**src/rtl/gpu_copy_cv_seg_pkg.sv**
```systemverilog
`default_nettype none
// +----------------------------------------------------------------------------+
// | gpu_def : shared types and helpers for the CPU->VRAM segment copy path.    |
// | Rev 1.0                                                                    |
// +----------------------------------------------------------------------------+
package gpu_def;

    localparam int VRAM_XW = 10;
    localparam int VRAM_YW = 9;
    localparam int LANE_W  = 4;

    typedef enum logic [2:0] {
        IDLE  = 3'd0,
        LOAD  = 3'd1,
        FILL  = 3'd2,
        ISSUE = 3'd3,
        DONE  = 3'd4
    } copyCvState_t;

    // Lane of pixel column x inside a segment of 2**lBits pixels.
    function automatic logic [LANE_W-1:0] segLane(input logic [15:0] x, input int unsigned lBits);
        logic [15:0] m;
        m = 16'((32'd1 << lBits) - 32'd1);
        return LANE_W'(x & m);
    endfunction

endpackage
`default_nettype wire

```
**src/rtl/gpu_copy_cv_seg_packer.sv**
```systemverilog
`default_nettype none
// +----------------------------------------------------------------------------+
// | gpu_copy_cv_seg_packer : lane data register and write mask of one segment. |
// | Rev 1.0                                                                    |
// +----------------------------------------------------------------------------+
module gpu_copy_cv_seg_packer
    import gpu_def::*;
#(
    parameter int SEG_PIX = 8,
    parameter int PIX_W   = 16
) (
    input  logic                     i_clk,
    input  logic                     i_rst,
    input  logic                     i_wr,
    input  logic [LANE_W-1:0]        i_lane,
    input  logic [PIX_W-1:0]         i_pix,
    input  logic                     i_clr,
    output logic [SEG_PIX*PIX_W-1:0] o_data,
    output logic [SEG_PIX-1:0]       o_mask
);

    logic [SEG_PIX*PIX_W-1:0] r_data;
    logic [SEG_PIX-1:0]       r_mask;

    always_ff @(posedge i_clk or posedge i_rst) begin
        if (i_rst) begin
            r_data <= '0;
            r_mask <= '0;
        end else begin
            for (int i = 0; i < SEG_PIX; i++) begin
                if (i_clr) begin
                    r_mask[i] <= 1'b0;
                end else if (i_wr && (i_lane == LANE_W'(i))) begin
                    r_mask[i]                  <= 1'b1;
                    r_data[i*PIX_W +: PIX_W]   <= i_pix;
                end
            end
        end
    end

    assign o_data = r_data;
    assign o_mask = r_mask;

endmodule
`default_nettype wire

```
**src/rtl/gpu_copy_cv_seg.sv**
```systemverilog
`default_nettype none
// +----------------------------------------------------------------------------+
// | gpu_copy_cv_seg : packs a CPU->VRAM pixel stream into masked VRAM segment  |
// | writes. Optional macro GPU_COPY_MASKBIT_EN adds set/check mask-bit support.|
// | Rev 1.0                                                                    |
// +----------------------------------------------------------------------------+
module gpu_copy_cv_seg
    import gpu_def::*;
#(
    parameter int SEG_PIX = 8,
    parameter int PIX_W   = 16,
    parameter int XW      = VRAM_XW,
    parameter int YW      = VRAM_YW
) (
    input  logic                          i_clk,
    input  logic                          i_rst,
    input  logic                          i_start,
    input  logic [XW-1:0]                 i_x0,
    input  logic [YW-1:0]                 i_y0,
    input  logic [XW-1:0]                 i_w,
    input  logic [YW-1:0]                 i_h,
    input  logic                          i_pix_valid,
    input  logic [PIX_W-1:0]              i_pix,
    output logic                          o_pix_ready,
    output logic                          o_cmd_valid,
    input  logic                          i_cmd_ready,
`ifdef GPU_COPY_MASKBIT_EN
    input  logic                          i_setMask,
    input  logic                          i_checkMask,
    output logic                          o_cmd_preserveMasked,
`endif
    output logic [XW-$clog2(SEG_PIX)-1:0] o_cmd_segx,
    output logic [YW-1:0]                 o_cmd_y,
    output logic [SEG_PIX*PIX_W-1:0]      o_cmd_data,
    output logic [SEG_PIX-1:0]            o_cmd_mask,
    output logic                          o_active,
    output logic                          o_done
);

    localparam int L = $clog2(SEG_PIX);

    copyCvState_t     r_state;
    logic             r_pixReady;
    logic             r_cmdValid;
    logic             r_done;
    logic [XW-1:0]    r_x0;
    logic [XW:0]      r_w;
    logic [XW-1:0]    r_cx;
    logic [YW-1:0]    r_cy;
    logic [XW:0]      r_colLeft;
    logic [YW:0]      r_rowLeft;
    logic [XW-L-1:0]  r_segx;

    logic [XW:0]        w_wFull;
    logic [YW:0]        w_hFull;
    logic [LANE_W-1:0]  w_lane;
    logic               w_accept;
    logic               w_handshake;
    logic               w_clr;
    logic [PIX_W-1:0]   w_pixIn;

    assign w_wFull     = (i_w == '0) ? {1'b1, {XW{1'b0}}} : {1'b0, i_w};
    assign w_hFull     = (i_h == '0) ? {1'b1, {YW{1'b0}}} : {1'b0, i_h};
    assign w_lane      = segLane(16'(r_cx), L);
    assign w_accept    = r_pixReady && i_pix_valid;
    assign w_handshake = r_cmdValid && i_cmd_ready;
    assign w_clr       = (r_state == LOAD) || w_handshake;

`ifdef GPU_COPY_MASKBIT_EN
    logic r_setMask;
    logic r_checkMask;

    always_ff @(posedge i_clk or posedge i_rst) begin
        if (i_rst) begin
            r_setMask   <= 1'b0;
            r_checkMask <= 1'b0;
        end else if (r_state == LOAD) begin
            r_setMask   <= i_setMask;
            r_checkMask <= i_checkMask;
        end
    end

    assign w_pixIn              = {i_pix[PIX_W-1] | r_setMask, i_pix[PIX_W-2:0]};
    assign o_cmd_preserveMasked = r_cmdValid && r_checkMask;
`else
    assign w_pixIn = i_pix;
`endif

    always_ff @(posedge i_clk or posedge i_rst) begin
        if (i_rst) begin
            r_state    <= IDLE;
            r_pixReady <= 1'b0;
            r_cmdValid <= 1'b0;
            r_done     <= 1'b0;
            r_x0       <= '0;
            r_w        <= '0;
            r_cx       <= '0;
            r_cy       <= '0;
            r_colLeft  <= '0;
            r_rowLeft  <= '0;
            r_segx     <= '0;
        end else begin
            r_done <= 1'b0;
            case (r_state)
                IDLE: if (i_start) r_state <= LOAD;
                LOAD: begin
                    r_x0       <= i_x0;
                    r_w        <= w_wFull;
                    r_cx       <= i_x0;
                    r_cy       <= i_y0;
                    r_colLeft  <= w_wFull;
                    r_rowLeft  <= w_hFull;
                    r_pixReady <= 1'b1;
                    r_state    <= FILL;
                end
                FILL: if (w_accept) begin
                    r_cx      <= r_cx + 1'b1;
                    r_colLeft <= r_colLeft - 1'b1;
                    r_segx    <= r_cx[XW-1:L];
                    // Wrap of X always lands on the last lane, so a segment never spans it.
                    if ((w_lane == LANE_W'(SEG_PIX-1)) || (r_colLeft == 1)) begin
                        r_pixReady <= 1'b0;
                        r_cmdValid <= 1'b1;
                        r_state    <= ISSUE;
                    end
                end
                ISSUE: if (i_cmd_ready) begin
                    r_cmdValid <= 1'b0;
                    if (r_colLeft != '0) begin
                        r_pixReady <= 1'b1;
                        r_state    <= FILL;
                    end else if (r_rowLeft == 1) begin
                        r_done     <= 1'b1;
                        r_state    <= DONE;
                    end else begin
                        r_cy       <= r_cy + 1'b1;
                        r_cx       <= r_x0;
                        r_colLeft  <= r_w;
                        r_rowLeft  <= r_rowLeft - 1'b1;
                        r_pixReady <= 1'b1;
                        r_state    <= FILL;
                    end
                end
                DONE:    r_state <= IDLE;
                default: r_state <= IDLE;
            endcase
        end
    end

    gpu_copy_cv_seg_packer #(
        .SEG_PIX (SEG_PIX),
        .PIX_W   (PIX_W)
    ) u_packer (
        .i_clk  (i_clk),
        .i_rst  (i_rst),
        .i_wr   (w_accept),
        .i_lane (w_lane),
        .i_pix  (w_pixIn),
        .i_clr  (w_clr),
        .o_data (o_cmd_data),
        .o_mask (o_cmd_mask)
    );

    assign o_pix_ready = r_pixReady;
    assign o_cmd_valid = r_cmdValid;
    assign o_cmd_segx  = r_segx;
    assign o_cmd_y     = r_cy;
    assign o_active    = (r_state != IDLE);
    assign o_done      = r_done;

endmodule
`default_nettype wire

```
**config.mk**
```make
export PLATFORM = sky130hd
export DESIGN_NAME = gpu_copy_cv_seg
export DESIGN_NICKNAME = d
export VERILOG_FILES = /design/src/rtl/gpu_copy_cv_seg_pkg.sv /design/src/rtl/gpu_copy_cv_seg_packer.sv /design/src/rtl/gpu_copy_cv_seg.sv
export SDC_FILE = /design/constraint.sdc
export NUM_CORES = 1
export LEC_CHECK = 0
export CORE_MARGIN = 4
export CORE_UTILIZATION = 45
export DETAILED_ROUTE_END_ITERATION = 7
export GPL_ROUTABILITY_DRIVEN = 0
export PLACE_DENSITY_LB_ADDON = 0.15
export SLEW_MARGIN = 20
export SYNTH_ARGS = -nofsm -noshare
export SYNTH_HDL_FRONTEND = slang
export SYNTH_SLANG_ARGS = --single-unit
```
**constraint.sdc**
```tcl
create_clock -name i_clk -period 8.53 [get_ports i_clk]
set_input_delay 2.559 -clock i_clk [delete_from_list [all_inputs] [get_ports i_clk]]
set_output_delay 2.559 -clock i_clk [all_outputs]
set_load 0.01 [all_outputs]
```
==> reports/summary.txt <==
============================================================================
Effective utilization at floorplan                                    45.77%
Antenna violations before repair                                           1
Number of design rule violations left after detail routing                 0
TritonCTS clock tree                                                   built
Drt total wl                                                    24380 microns
Layout Cell Area excl Fill                                      0.01240 sq mm
Netlist area before placement                                   0.009261 sq mm
Number of warnings reported in the yosys synthesis log                     0
Aggregate negative setup slack                                          0 ns
Clk pin slew, worst setup/hold paths                                 0.06 ns
Number of nets with antenna violations after routing                       0
Final-report max-slew violation count                                      0
Final count of hold timing violations                                      0
Nets in the synthesized netlist                                          821
Hold path start                                                 u_packer.o_mask[5]$_DFFE_PP0P_
PortBufs                                                                 214
Count of antenna diodes in the layout                                      0
Share of synthesized registers carrying an async set or reset         100.0%
First-pass GRT wire length                                      38210 microns
Starting DRC count in detailed routing                                   372
Detail-routed via count per cell                                       5.500
HP Class                                                        flop to flop
Total CTS buffers                                                         24
Fin crit period                                                     4.645 ns
Total placed instance area                                      0.01159 sq mm
TritonCTS sink count                                                     210
Drt pass-1 iters                                                           5
Net switching power                                                0.4402 mW
Unique masters post-synth                                                 62
Terminating pin of the worst hold path                          u_packer.o_mask[5]$_DFFE_PP0P_
Number of buffers between clock root and the deepest sink                  3
Part of the total power dissipated in the clock network                49.1%
DIE AREA                                                        0.02294 sq mm
Period utilisation layout                                             54.45%
Highest ir drop seen on vdd                                        0.1704 mV
Sw frac                                                               21.14%
Sequential element share of the synthesized area                      56.74%
Result of the run                                               finished, final reports clean
Htree depth                                                                1
Worst-skew pair later-pin latency                                    0.52 ns
Layout cells sized above 1                                            22.12%
Net count, final                                                        1027
Overall power                                                       2.082 mW
WL/cell                                                         19.63 microns
Path depth of the worst reg2reg path                                       6
Arrival time reported for the critical path endpoint                 2.09 ns
Placeable Area                                                  0.02023 sq mm
Die extent in y                                                 151.5 microns
Setup fix buffers added after clock tree synthesis                         0
Flop-to-flop setup slack                                             5.60 ns
Instance count along the most critical hold path                           2
Setup skew after layout                                           0.01344 ns
Top library cells by usage in the layout, fill and taps aside   214 x clkdlybuf4s50_1, 210 x dfrtp_1, 154 x mux2_2
Cell row count                                                            52
Power per cell area                                             167.9 mW/mm^2
Leakage component of the power                                      5.726 nW
Most common cell after layout, fill and taps aside              clkdlybuf4s50_1
Gate power share                                                        3.0%
Maximum fanout count along the critical path                              19
Relative max-transition margin                                        33.78%
Hold Worst Slack                                                   0.4766 ns
Root buf cell                                                      clkbuf_16
Maximum number of pins on one net before global-route repair              82
Startpoint class of the critical path                                   flop
Total vias in the final route                                           6831
Synthesized area per cell                                        12.35 sq um
Reg2Reg Launch Point                                            r_state[0]$_DFFE_PP0P_
CTS Hold Buffers Added                                                     0
Primary FF master, synth                                             dfrtp_1
Gate count after technology mapping                                      750
Endpoint of the most critical register-to-register path         u_packer.o_data[42]$_DFFE_PP0P_
DP HPWL                                                         16320 microns
Setup-failing EPs final                                                    0
Nature of the critical path endpoint                            primary output
Design internal power                                               1.642 mW
Die outline width                                               151.5 microns
Share of power burned in registers                                     47.9%
Top-Level Pins                                                           215
Total routing usage reported by global routing                        21.05%
Layout Utilization                                                    61.29%
Post-cts repair resize count                                               0
Count of state elements after synthesis                                  210
CP Data Required Time                                                5.97 ns
Count of flip-flops with a built-in enable after synthesis                 0
Transition at the pin with the smallest max-transition slack       0.9933 ns
Number of global-route vias before repair                               6879
Unrepaired setup endpoints after global routing                        false
Sum of overflow across all layers after global routing                     0
Maximum capacitance violations                                             0
Type of the worst setup path                                    flop to primary output
Area growth from synthesis to layout                                  33.91%
Max frequency                                                     0.2153 GHz
============================================================================
==> metrics by stage <==
step	instances	worst slack, ns
floorplan	750	0.2335
global placement	1200	3.536
detailed placement	1200	3.491
CTS	1242	3.842
global route	1242	3.772
finish	1242	3.885
==> routing by layer <==
layer	wire, microns	vias up	global-route usage [%]
met5	11	-	0
met4	364	2	3.536
met3	2273	31	8.061
met2	11810	214	34.61
met1	9914	3435	27.03
li1	-	3149	-
==> synthesized netlist by cell type, types with 8 or more instances <==
cell type	n	share of area (%)
dfrtp_1	210	57
mux2_2	154	19
nand2_1	42	1.7
o21ai_0	42	2.3
nor2_1	40	1.6
a21oi_1	39	2.1
clkbuf_1	18	0.73
buf_2	13	0.70
inv_1	13	0.53
ha_1	12	1.6
nand3_1	11	0.59
nor3_1	11	0.59
o31ai_1	10	0.81
a31oi_1	8	0.54
and3_1	8	0.54
nor4_1	8	0.54
o21ai_1	8	0.43
==> area by class of cell <==
type	instances	area [sq um]
fillers	1634	7833
flip-flops and latches	210	5255
multi-input cells	486	3754
well taps	270	337.8
clock inverters	5	75.07
repair buffers	221	2195
inverters	13	56.30
clock buffers	37	729.5
==> critical path, cell delays in order, from the launching register on <==
cell and delay [ns]:
dfrtp_1 0.62, or3_1 0.46, clkdlybuf4s50_1 0.49
==> flip-flops by register name, indices dropped and copies added (netlist names), 3 cells and up <==
register	cells
u_packer.o_data	128
o_cmd_y	9
r_colLeft	11
r_w	11
r_x0	10
u_packer.o_mask	8
r_state	3
r_rowLeft	10
r_cx	10
o_cmd_segx	7
==> worst max path at each step <==
stage | cells after the start | start | slack [ns] | to
6_report | 2 | r_state[1]$_DFFE_PP0P_ | 3.89 | o_active
2_1_floorplan | 1 | i_rst | 0.23 | o_cmd_segx[0]$_DFFE_PP0P_
3_3_place_gp | 4 | i_cmd_ready | 3.54 | u_packer.o_data[53]$_DFFE_PP0P_
3_5_place_dp | 4 | i_cmd_ready | 3.49 | u_packer.o_data[55]$_DFFE_PP0P_
4_1_cts | 2 | r_state[2]$_DFFE_PP0P_ | 3.84 | o_active
5_1_grt | 2 | r_state[2]$_DFFE_PP0P_ | 3.77 | o_active
==> cell families after synthesis <==
| family | after synthesis | share of synthesized area (%) |
|---|---|---|
| compound gates | 157 | 10.81 |
| mux | 157 | 19.05 |
| buf+inv | 54 | 2.905 |
| flops | 210 | 56.74 |
| fa+ha+maj | 12 | 1.621 |
| simple gates | 160 | 8.876 |
==> power by group through the flow <==
| stage | Sequential (mW) | Combinational (mW) | Clock [mW] |
|---|---|---|---|
| 6_report | 0.996 | 0.0629 | 1.02 |
| 5_1_grt | 0.996 | 0.0703 | 1.09 |
| 4_1_cts | 0.996 | 0.0651 | 1.05 |
| 3_5_place_dp | 1.01 | 0.0646 | 0 |
| 3_3_place_gp | 1.01 | 0.0651 | 0 |
| 2_1_floorplan | 1.01 | 0.0180 | 0 |
No activity file was read; power rests on OpenSTA's default activity.
